File: config.mk
export PLATFORM = sky130hd
export DESIGN_NAME = uart_mem_loader
export DESIGN_NICKNAME = d
export VERILOG_FILES = /design/src/rtl/uart_mem_loader_pkg.sv /design/src/rtl/uart_mem_loader.sv
export SDC_FILE = /design/constraint.sdc
export NUM_CORES = 1
export LEC_CHECK = 0
export ABC_CLOCK_PERIOD_IN_PS = 2070
export CORE_UTILIZATION = 45
export CTS_BUF_LIST = sky130_fd_sc_hd__clkbuf_2
export CTS_CLUSTER_SIZE = 24
export DETAILED_ROUTE_END_ITERATION = 10
export PLACE_DENSITY = 0.76
export SLEW_MARGIN = 0
export SYNTH_ARGS = -nofsm -noshare
export SYNTH_HDL_FRONTEND = slang
export SYNTH_SLANG_ARGS = --single-unit
File: constraint.sdc
create_clock -name clk -period 2.07 [get_ports clk]
set_input_delay 0.414 -clock clk [delete_from_list [all_inputs] [get_ports clk]]
set_output_delay 0.414 -clock clk [all_outputs]
set_load 0.005 [all_outputs]
File: src/rtl/uart_mem_loader_pkg.sv
// Shared definitions for the UART-to-memory loader: widths, frame header size,
// default depth and the FSM state encoding.
package uart_mem_loader_pkg;

    localparam int ADDR_W        = 14;
    localparam int DATA_W        = 16;
    localparam int HDR_BYTES     = 2;
    localparam int DEFAULT_DEPTH = 8192;

    typedef enum logic [2:0] {
        ST_IDLE   = 3'd0,
        ST_LEN_LO = 3'd1,
        ST_LEN_HI = 3'd2,
        ST_DAT_LO = 3'd3,
        ST_DAT_HI = 3'd4,
        ST_WRITE  = 3'd5,
        ST_DONE   = 3'd6,
        ST_ERROR  = 3'd7
    } state_t;

endpackage

File: src/rtl/uart_mem_loader.sv
// Packs a little-endian byte stream (2-byte word count N, then N words) into 16-bit
// memory writes starting at BASE_ADDR.
module uart_mem_loader
    import uart_mem_loader_pkg::*;
#(
    parameter int                DEPTH     = DEFAULT_DEPTH,
    parameter logic [ADDR_W-1:0] BASE_ADDR = '0
) (
    input  logic              clk,
    input  logic              rst,
    input  logic              start,
    input  logic              rx_valid,
    input  logic [7:0]        rx_data,
    output logic              rx_ready,
    output logic              mem_we,
    output logic [ADDR_W-1:0] mem_addr,
    output logic [DATA_W-1:0] mem_wdata,
    output logic              busy,
    output logic              done,
    output logic              err,
    output logic [ADDR_W-1:0] words,
    output state_t            dbg_state
);

    // Handshake: a byte moves on a rising edge where rx_valid and rx_ready are both high;
    // an un-accepted byte stays pending on the RX side.
    localparam logic [16:0] DEPTH_LIM = 17'(DEPTH);

    state_t            state, state_n;
    logic [15:0]       len_q;
    logic [7:0]        lo_q, hi_q;
    logic [ADDR_W-1:0] addr_q;
    logic [14:0]       cnt_q;
    logic [14:0]       cnt_inc;
    logic [15:0]       len_full;
    logic              xfer;

    assign xfer     = rx_valid & rx_ready;
    assign cnt_inc  = cnt_q + 15'd1;
    assign len_full = {rx_data, len_q[7:0]};

    always_ff @(posedge clk or negedge rst) begin
        if (!rst) state <= ST_IDLE;
        else      state <= state_n;
    end

    always_comb begin
        state_n  = state;
        rx_ready = 1'b0;
        mem_we   = 1'b0;
        busy     = 1'b0;
        done     = 1'b0;
        err      = 1'b0;
        case (state)
            ST_IDLE: if (start) state_n = ST_LEN_LO;
            ST_LEN_LO: begin
                rx_ready = 1'b1;
                busy     = 1'b1;
                if (rx_valid) state_n = ST_LEN_HI;
            end
            ST_LEN_HI: begin
                rx_ready = 1'b1;
                busy     = 1'b1;
                if (rx_valid) begin
                    if (len_full == 16'd0)                  state_n = ST_DONE;
                    else if ({1'b0, len_full} > DEPTH_LIM)  state_n = ST_ERROR;
                    else                                    state_n = ST_DAT_LO;
                end
            end
            ST_DAT_LO: begin
                rx_ready = 1'b1;
                busy     = 1'b1;
                if (rx_valid) state_n = ST_DAT_HI;
            end
            ST_DAT_HI: begin
                rx_ready = 1'b1;
                busy     = 1'b1;
                if (rx_valid) state_n = ST_WRITE;
            end
            ST_WRITE: begin
                mem_we = 1'b1;
                busy   = 1'b1;
                // Counter is one short of N here; compare against the post-increment value.
                if ({1'b0, cnt_inc} == len_q) state_n = ST_DONE;
                else                          state_n = ST_DAT_LO;
            end
            ST_DONE: begin
                done = 1'b1;
                if (start) state_n = ST_LEN_LO;
            end
            ST_ERROR: begin
                rx_ready = 1'b1;
                err      = 1'b1;
                if (start) state_n = ST_LEN_LO;
            end
            default: state_n = ST_IDLE;
        endcase
    end

    always_ff @(posedge clk or negedge rst) begin
        if (!rst) begin
            len_q  <= '0;
            lo_q   <= '0;
            hi_q   <= '0;
            addr_q <= '0;
            cnt_q  <= '0;
        end else begin
            case (state)
                ST_IDLE, ST_DONE, ST_ERROR: begin
                    if (start) begin
                        addr_q <= BASE_ADDR;
                        cnt_q  <= '0;
                    end
                end
                ST_LEN_LO: if (xfer) len_q[7:0]  <= rx_data;
                ST_LEN_HI: if (xfer) len_q[15:8] <= rx_data;
                ST_DAT_LO: if (xfer) lo_q <= rx_data;
                ST_DAT_HI: if (xfer) hi_q <= rx_data;
                ST_WRITE: begin
                    addr_q <= addr_q + 1'b1;
                    cnt_q  <= cnt_inc;
                end
                default: ;
            endcase
        end
    end

    assign mem_addr  = addr_q;
    assign mem_wdata = {hi_q, lo_q};
    assign words     = cnt_q[ADDR_W-1:0];
    assign dbg_state = state;

endmodule

---- Word-level counts from Yosys, hierarchy flattened ----
Cells that the tools add are included.
word-level totals
  flip-flop bits (word level) ............. 64
  output and inout bits ................... 52
  word-level logic and storage cells ...... 54
operators by class
  $add $sub $neg .......................... 2
  magnitude comparators ................... 1
  eq/ne operators ......................... 13
  muxes and demuxes ....................... 18
  bitwise logic cells ..................... 1
  reduce and logical (&&, ||, !) cells .... 12
operators by type and width
  kind                                                                               number
  15-bit case mux with 2 select lines                                                1
  14-bit case mux with 2 select lines                                                1
  3-bit two-way mux                                                                  8
  3-bit case mux with 6 select lines                                                 1
  15-bit by 16-bit equality test with 1-bit output                                   1
  16-bit by 14-bit greater-than comparator with 1-bit output, second input constant  1
  16-bit logical NOT                                                                 1
  15-bit by 1-bit adder with 15-bit output, second input constant                    1
  15-bit two-way mux                                                                 1
  14-bit by 1-bit adder with 14-bit output, second input constant                    1
  14-bit two-way mux                                                                 1
  3-bit equality test, second input constant                                         4
  2-bit AND reduction                                                                5
  5-bit OR reduction                                                                 2
  2-bit inequality test, second input constant                                       4
  3-bit by 2-bit equality test with 1-bit output, second input constant              2
  1-bit two-way mux                                                                  5
  5-bit AND reduction                                                                1
  3-bit by 1-bit equality test with 1-bit output, second input constant              1
  3-bit logical NOT                                                                  1
  3-bit OR reduction                                                                 1
  2-bit by 1-bit inequality test with 1-bit output, second input constant            1
  2-bit nonzero test                                                                 1
  1-bit AND                                                                          1

---- Logic depth before layout (Yosys ltp) ----
  word-level depth ........................ 5
  gate-level depth with buffers ........... 8
  depth with buffers taken out ............ 7

---- Worst setup path before layout ----
OpenSTA, ideal clock, no wires.
  path type ............................... register to register
  start point ............................. register cnt_q[0]
  end point ............................... register state[0] (netlist: dbg_state[0])
  data arrival time ....................... 2.012 ns
  required time ........................... 1.947 ns
  slack ................................... -0.064 ns
  cell stages (with the launch flop) ...... 8
  cell sequence ........................... dfrtp_1 ha_1 nand3_1 nor3_1 mux2_2 nor4_1 nand4_1 o2bb2ai_1
on the way
  longest elaborated chain between the ends .. 4
RTL lines
  element                                           line                    source
  start, declared                                   uart_mem_loader.sv:33   logic [14:0] cnt_q;
  start signal, assigned                            uart_mem_loader.sv:121  cnt_q <= cnt_inc;
  15-bit by 1-bit adder with 15-bit output          uart_mem_loader.sv:39   assign cnt_inc = cnt_q + 15'd1;
  15-bit by 16-bit equality test with 1-bit output  uart_mem_loader.sv:84   if ({1'b0, cnt_inc} == len_q) state_n = ST_DONE;
  3-bit two-way mux                                 uart_mem_loader.sv:84
  3-bit case mux with 6 select lines                uart_mem_loader.sv:54   case (state)
  end signal, assigned                              uart_mem_loader.sv:44   else state <= state_n;
  end, declared                                     uart_mem_loader.sv:29   state_t state, state_n;
Every way passes these cells.
A chain may end at the register's enable or synchronous reset.

---- Worst setup path in the final report ----
  start point ............................. register state[1] (netlist: dbg_state[1])
  end point ............................... register addr_q[11] (netlist: mem_addr[11])
on the way
  longest elaborated chain between the ends .. 4
  elaborated cells on any way between the ends .. 9
  those cells by class .................... eq/ne: 4; mux: 1; reduce/logical: 4
RTL lines
  element                                                                                                         line                    source
  3-bit equality test / 3-bit logical NOT (equally long branches)                                                 uart_mem_loader.sv:108  case (state)
  3-bit OR reduction (no source line)                                                                             --
  2-bit by 1-bit inequality test with 1-bit output (no source line) / 2-bit nonzero test (equally long branches)  --
  2-bit AND reduction (no source line)                                                                            --
  end signal, assigned                                                                                            uart_mem_loader.sv:120  addr_q <= addr_q + 1'b1;
  end, declared                                                                                                   uart_mem_loader.sv:32   logic [ADDR_W-1:0] addr_q;
Parallel ways exist; a longest one is shown, timed or not.

==> impl_metrics.py <==
metrics = {
    "sta": {
        "final.setup.worst_slack_ns": -0.0468,
        "slew_hr_pct": 76.9,
        "rsz0062_at_grt": "true",
        "worstMarginPinSlew_ns": 0.342,
        "hold-worst-slack_ns": 0.378,
        "timing_max_transition_violations_final": 0,
        "fin_worst_skew_ns": 0.0390,
        "finalCriticalPeriod_ns": 2.12,
        "hold_viol_final": 0,
        "timing.final.crit_share_pct": 102,
        "finalSetupViolations": 1,
        "clock.fmax_ghz": 0.472,
    },
    "drt": {
        "drcViolationCount": 0,
        "met3RoutedLength_um": 652,
        "topRoutingLayerUsed": "met4",
        "ant_nets": 0,
        "post_drt_via_cell_ratio": 5.56,
        "m1WireLength_um": 4210,
        "initial_drt_pass_iterations": 5,
        "detail_route.wirelength_um": 9630,
        "wl_per_cell_um": 16.5,
        "num_vias": 3250,
        "drt-initial-drc-count": 266,
        "met2_wirelength_um": 4640,
    },
    "floorplanning": {
        "fp.dieArea_um2": 8610,
        "die_height_um": 92.8,
        "num_rows": 32,
        "chipWidth_um": 92.8,
        "area_of_the_placeable_core_um2": 7850,
        "initial_core_utilization_pct": 47.2,
        "boundaryPins": 64,
    },
    "yosys": {
        "synth.yosys.seq_area_share_pct": 43.2,
        "post_synth_inst_count": 376,
        "synth_cell_area_um2": 3710,
        "yosys_warnings": 0,
        "syn-mean-instance-area_um2": 9.86,
        "yosys_register_bits": 64,
        "synth_flop_cell": "sky130_fd_sc_hd__dfrtp_1",
        "synthArstFlopShare_pct": 100,
        "post_synth_num_cell_types": 60,
        "synth-edff-count": 0,
        "synth.net_count": 392,
    },
    "power": {
        "cellLeakagePower_uw": 0.00223,
        "power_density_nw_per_um2": 1100,
        "design_power_total_uw": 5630,
        "vdd_drop_max_mv": 0.636,
    },
    "cells_and_area": {
        "n_antenna_cell": 0,
        "drive_above_1_share_pct": 33.1,
        "sequential_cell_area_um2": 1610,
        "mostFrequentLayoutCells": "sky130_fd_sc_hd__dfrtp_1, sky130_fd_sc_hd__buf_4, sky130_fd_sc_hd__clkdlybuf4s50_1",
        "n_fill_cell": 632,
        "mostFrequentLayoutCell": "sky130_fd_sc_hd__dfrtp_1",
        "post_route_design_area_um2": 5120,
        "finalNetCount": 494,
        "multi_input_comb_area_um2": 2050,
        "area_growth_pct": 38.1,
        "final_core_util_pct": 65.3,
    },
    "clock_tree": {
        "clk_path_buf_depth": 2,
        "clkTransAtPathRegs_ns": 0.22,
        "h-tree-depth": 3,
        "insertion_delay_ns": 0.54,
        "numCtsBuffers": 9,
        "clock_sinks": 64,
        "clock-root-buffer": "sky130_fd_sc_hd__clkbuf_2",
        "cts_tree": "yes",
    },
    "critical_path": {
        "cp_max_fo": 6,
        "worstPathCellList": "buf_6 -> buf_6 -> ha_4 -> nand3b_1 -> a21oi_4 -> o2111ai_4 -> or3_1 -> a21oi_2",
        "worst_r2r_end": "mem_addr[11]",
        "r2r-start": "dbg_state[1]",
        "worst_r2r_path_depth": 8,
        "criticalPathCategory": "flop to flop",
        "timing.reg2reg.setup_slack_ns": -0.05,
        "worstPathRequired_ns": 2.52,
        "path_buf_inv": 2,
        "setup.worst_path.end_class": "flop",
        "timing.critical_path.max_delay_family": "compound AO/OA/AOI/OAI gates",
        "cp-start-kind": "flop",
        "worst-endpoint-arrival_ns": 2.57,
        "timing.critical_path.slowest_stage_cell": "sky130_fd_sc_hd__dfrtp_1",
        "path_common_cell": "sky130_fd_sc_hd__buf_6",
        "highest_cell_delay_on_the_worst_timing_path_ns": 0.44,
    },
    "global_routing": {
        "grt_first_pass_wirelength_um": 14900,
        "global_route.overflow_total": 0,
        "grt_pass1_vias": 3132,
        "grt_start_max_net_pins": 65,
        "gr-usage-all-layers_pct": 22.0,
        "grt_antenna_before_repair": 0,
    },
    "place": {
        "placed_cell_area_um2": 4610,
        "port_buffers": 63,
        "gpl.final_weighted_congestion": 0.885,
        "dp_hpwl_um": 6340,
    },
    "outcome": {
        "failed_checks": "negative setup slack",
        "outcome": "finished with violations",
    },
    "worst_hold_path": {
        "worstHoldPathType": "input pin to asynchronous set/reset pin",
    },
    "job": {
        "cap_violations": 0,
    },
}
## worst register-to-register path, stage by stage, from the launching register on
cell and delay, ns:
sky130_fd_sc_hd__dfrtp_1 0.44, sky130_fd_sc_hd__buf_6 0.13, sky130_fd_sc_hd__buf_6 0.11, sky130_fd_sc_hd__ha_4 0.16
sky130_fd_sc_hd__nand3b_1 0.20, sky130_fd_sc_hd__a21oi_4 0.29, sky130_fd_sc_hd__o2111ai_4 0.17, sky130_fd_sc_hd__or3_1 0.39
sky130_fd_sc_hd__a21oi_2 0.15
## where the power goes
| part | internal [µW] | leakage, µW | total, µW | switching, µW |
|---|---|---|---|---|
| sequential | 1620 | 0.000810 | 1930 | 317 |
| combinational | 1600 | 0.00134 | 2790 | 1190 |
| clock | 399 | 0.0000757 | 904 | 505 |
| total | 3620 | 0.00223 | 5630 | 2020 |
## cell families after synthesis
family / synth area share, %
buffers and inverters: 6.28
AND/OR/NAND/NOR: 19.3
adder cells (fa/ha/maj): 1.35
multiplexers: 11.1
XOR/XNOR: 6.68
AO/OA/AOI/OAI: 12.0
flip-flops: 43.2
## flip-flops by register name (all words and copies together) (netlist names)
register / cells
mem_addr: 14
hi_q: 8
cnt_q: 15
len_q: 16
lo_q: 8
dbg_state: 3
## through the flow
step / setup slack [ns] / TNS, ns / std cells
after global placement: -0.202 / -1.76 / 547
final: -0.0468 / -0.0468 / 585
after CTS: -0.0642 / -0.212 / 574
after detailed placement: -0.258 / -2.71 / 547
after global routing: -0.116 / -0.809 / 585
after floorplan: 0.0740 / 0 / 376
## layer usage
| layer | GRT usage [%] | vias up |
|---|---|---|
| met1 | 29.2 | 1582 |
| met4 | 6.67 | 0 |
| met3 | 5.83 | 14 |
| met5 | 0 | - |
| li1 | - | 1538 |
| met2 | 35.1 | 116 |
## how the worst max path moves through the flow
stage | startpoint | endpoint | slack, ns | cells past startpoint
after floorplan | cnt_q[0] | dbg_state[0] | 0.07 | 7
after global placement | start | mem_addr[12] | -0.20 | 6
after detailed placement | start | mem_addr[11] | -0.26 | 6
after CTS | dbg_state[1] | mem_addr[11] | -0.06 | 8
after global routing | dbg_state[1] | mem_addr[11] | -0.12 | 8
final | dbg_state[1] | mem_addr[11] | -0.05 | 8
## synthesized netlist by cell type (3+ instances only)
cell type / instances / area [µm²]
sky130_fd_sc_hd__a21oi_1: 5 / 25.0
sky130_fd_sc_hd__and2_1: 3 / 18.8
sky130_fd_sc_hd__and3_1: 8 / 50.1
sky130_fd_sc_hd__buf_2: 11 / 55.1
sky130_fd_sc_hd__buf_4: 15 / 113
sky130_fd_sc_hd__clkbuf_1: 10 / 37.5
sky130_fd_sc_hd__dfrtp_1: 64 / 1600
sky130_fd_sc_hd__ha_1: 4 / 50.1
sky130_fd_sc_hd__inv_1: 5 / 18.8
sky130_fd_sc_hd__mux2_2: 34 / 383
sky130_fd_sc_hd__mux2i_1: 3 / 30.0
sky130_fd_sc_hd__nand2_1: 22 / 82.6
sky130_fd_sc_hd__nand2b_1: 7 / 43.8
sky130_fd_sc_hd__nand3_1: 7 / 35.0
sky130_fd_sc_hd__nand4_1: 6 / 37.5
sky130_fd_sc_hd__nand4b_1: 3 / 26.3
sky130_fd_sc_hd__nor2_1: 36 / 135
sky130_fd_sc_hd__nor2b_1: 7 / 43.8
sky130_fd_sc_hd__nor3_1: 9 / 45.0
sky130_fd_sc_hd__nor4_1: 8 / 50.1
sky130_fd_sc_hd__o2111ai_1: 4 / 35.0
sky130_fd_sc_hd__o21ai_0: 32 / 160
sky130_fd_sc_hd__o31ai_1: 5 / 37.5
sky130_fd_sc_hd__or3_1: 5 / 31.3
sky130_fd_sc_hd__xnor2_1: 11 / 96.3
sky130_fd_sc_hd__xor2_1: 12 / 105
## timing repair
item / 4_1_cts / 5_1_grt
endpoints found under the hold margin: 64 / 0
hold buffers: 1 / 0
setup buffers: 10 / 11
endpoints found under the setup margin: 12 / 26
resized for setup: 31 / 44
pin swaps: 3 / 13
## final cells by class
type	instances	share of cell area (%)
clock buffer	9	0.880
timing repair buffer	128	22.8
clock inverter	7	1.88
tap	102	2.49
multi-input combinational	269	40.0
sequential	64	31.5
inverter	6	0.440
No activity file was read; power rests on OpenSTA's default activity.
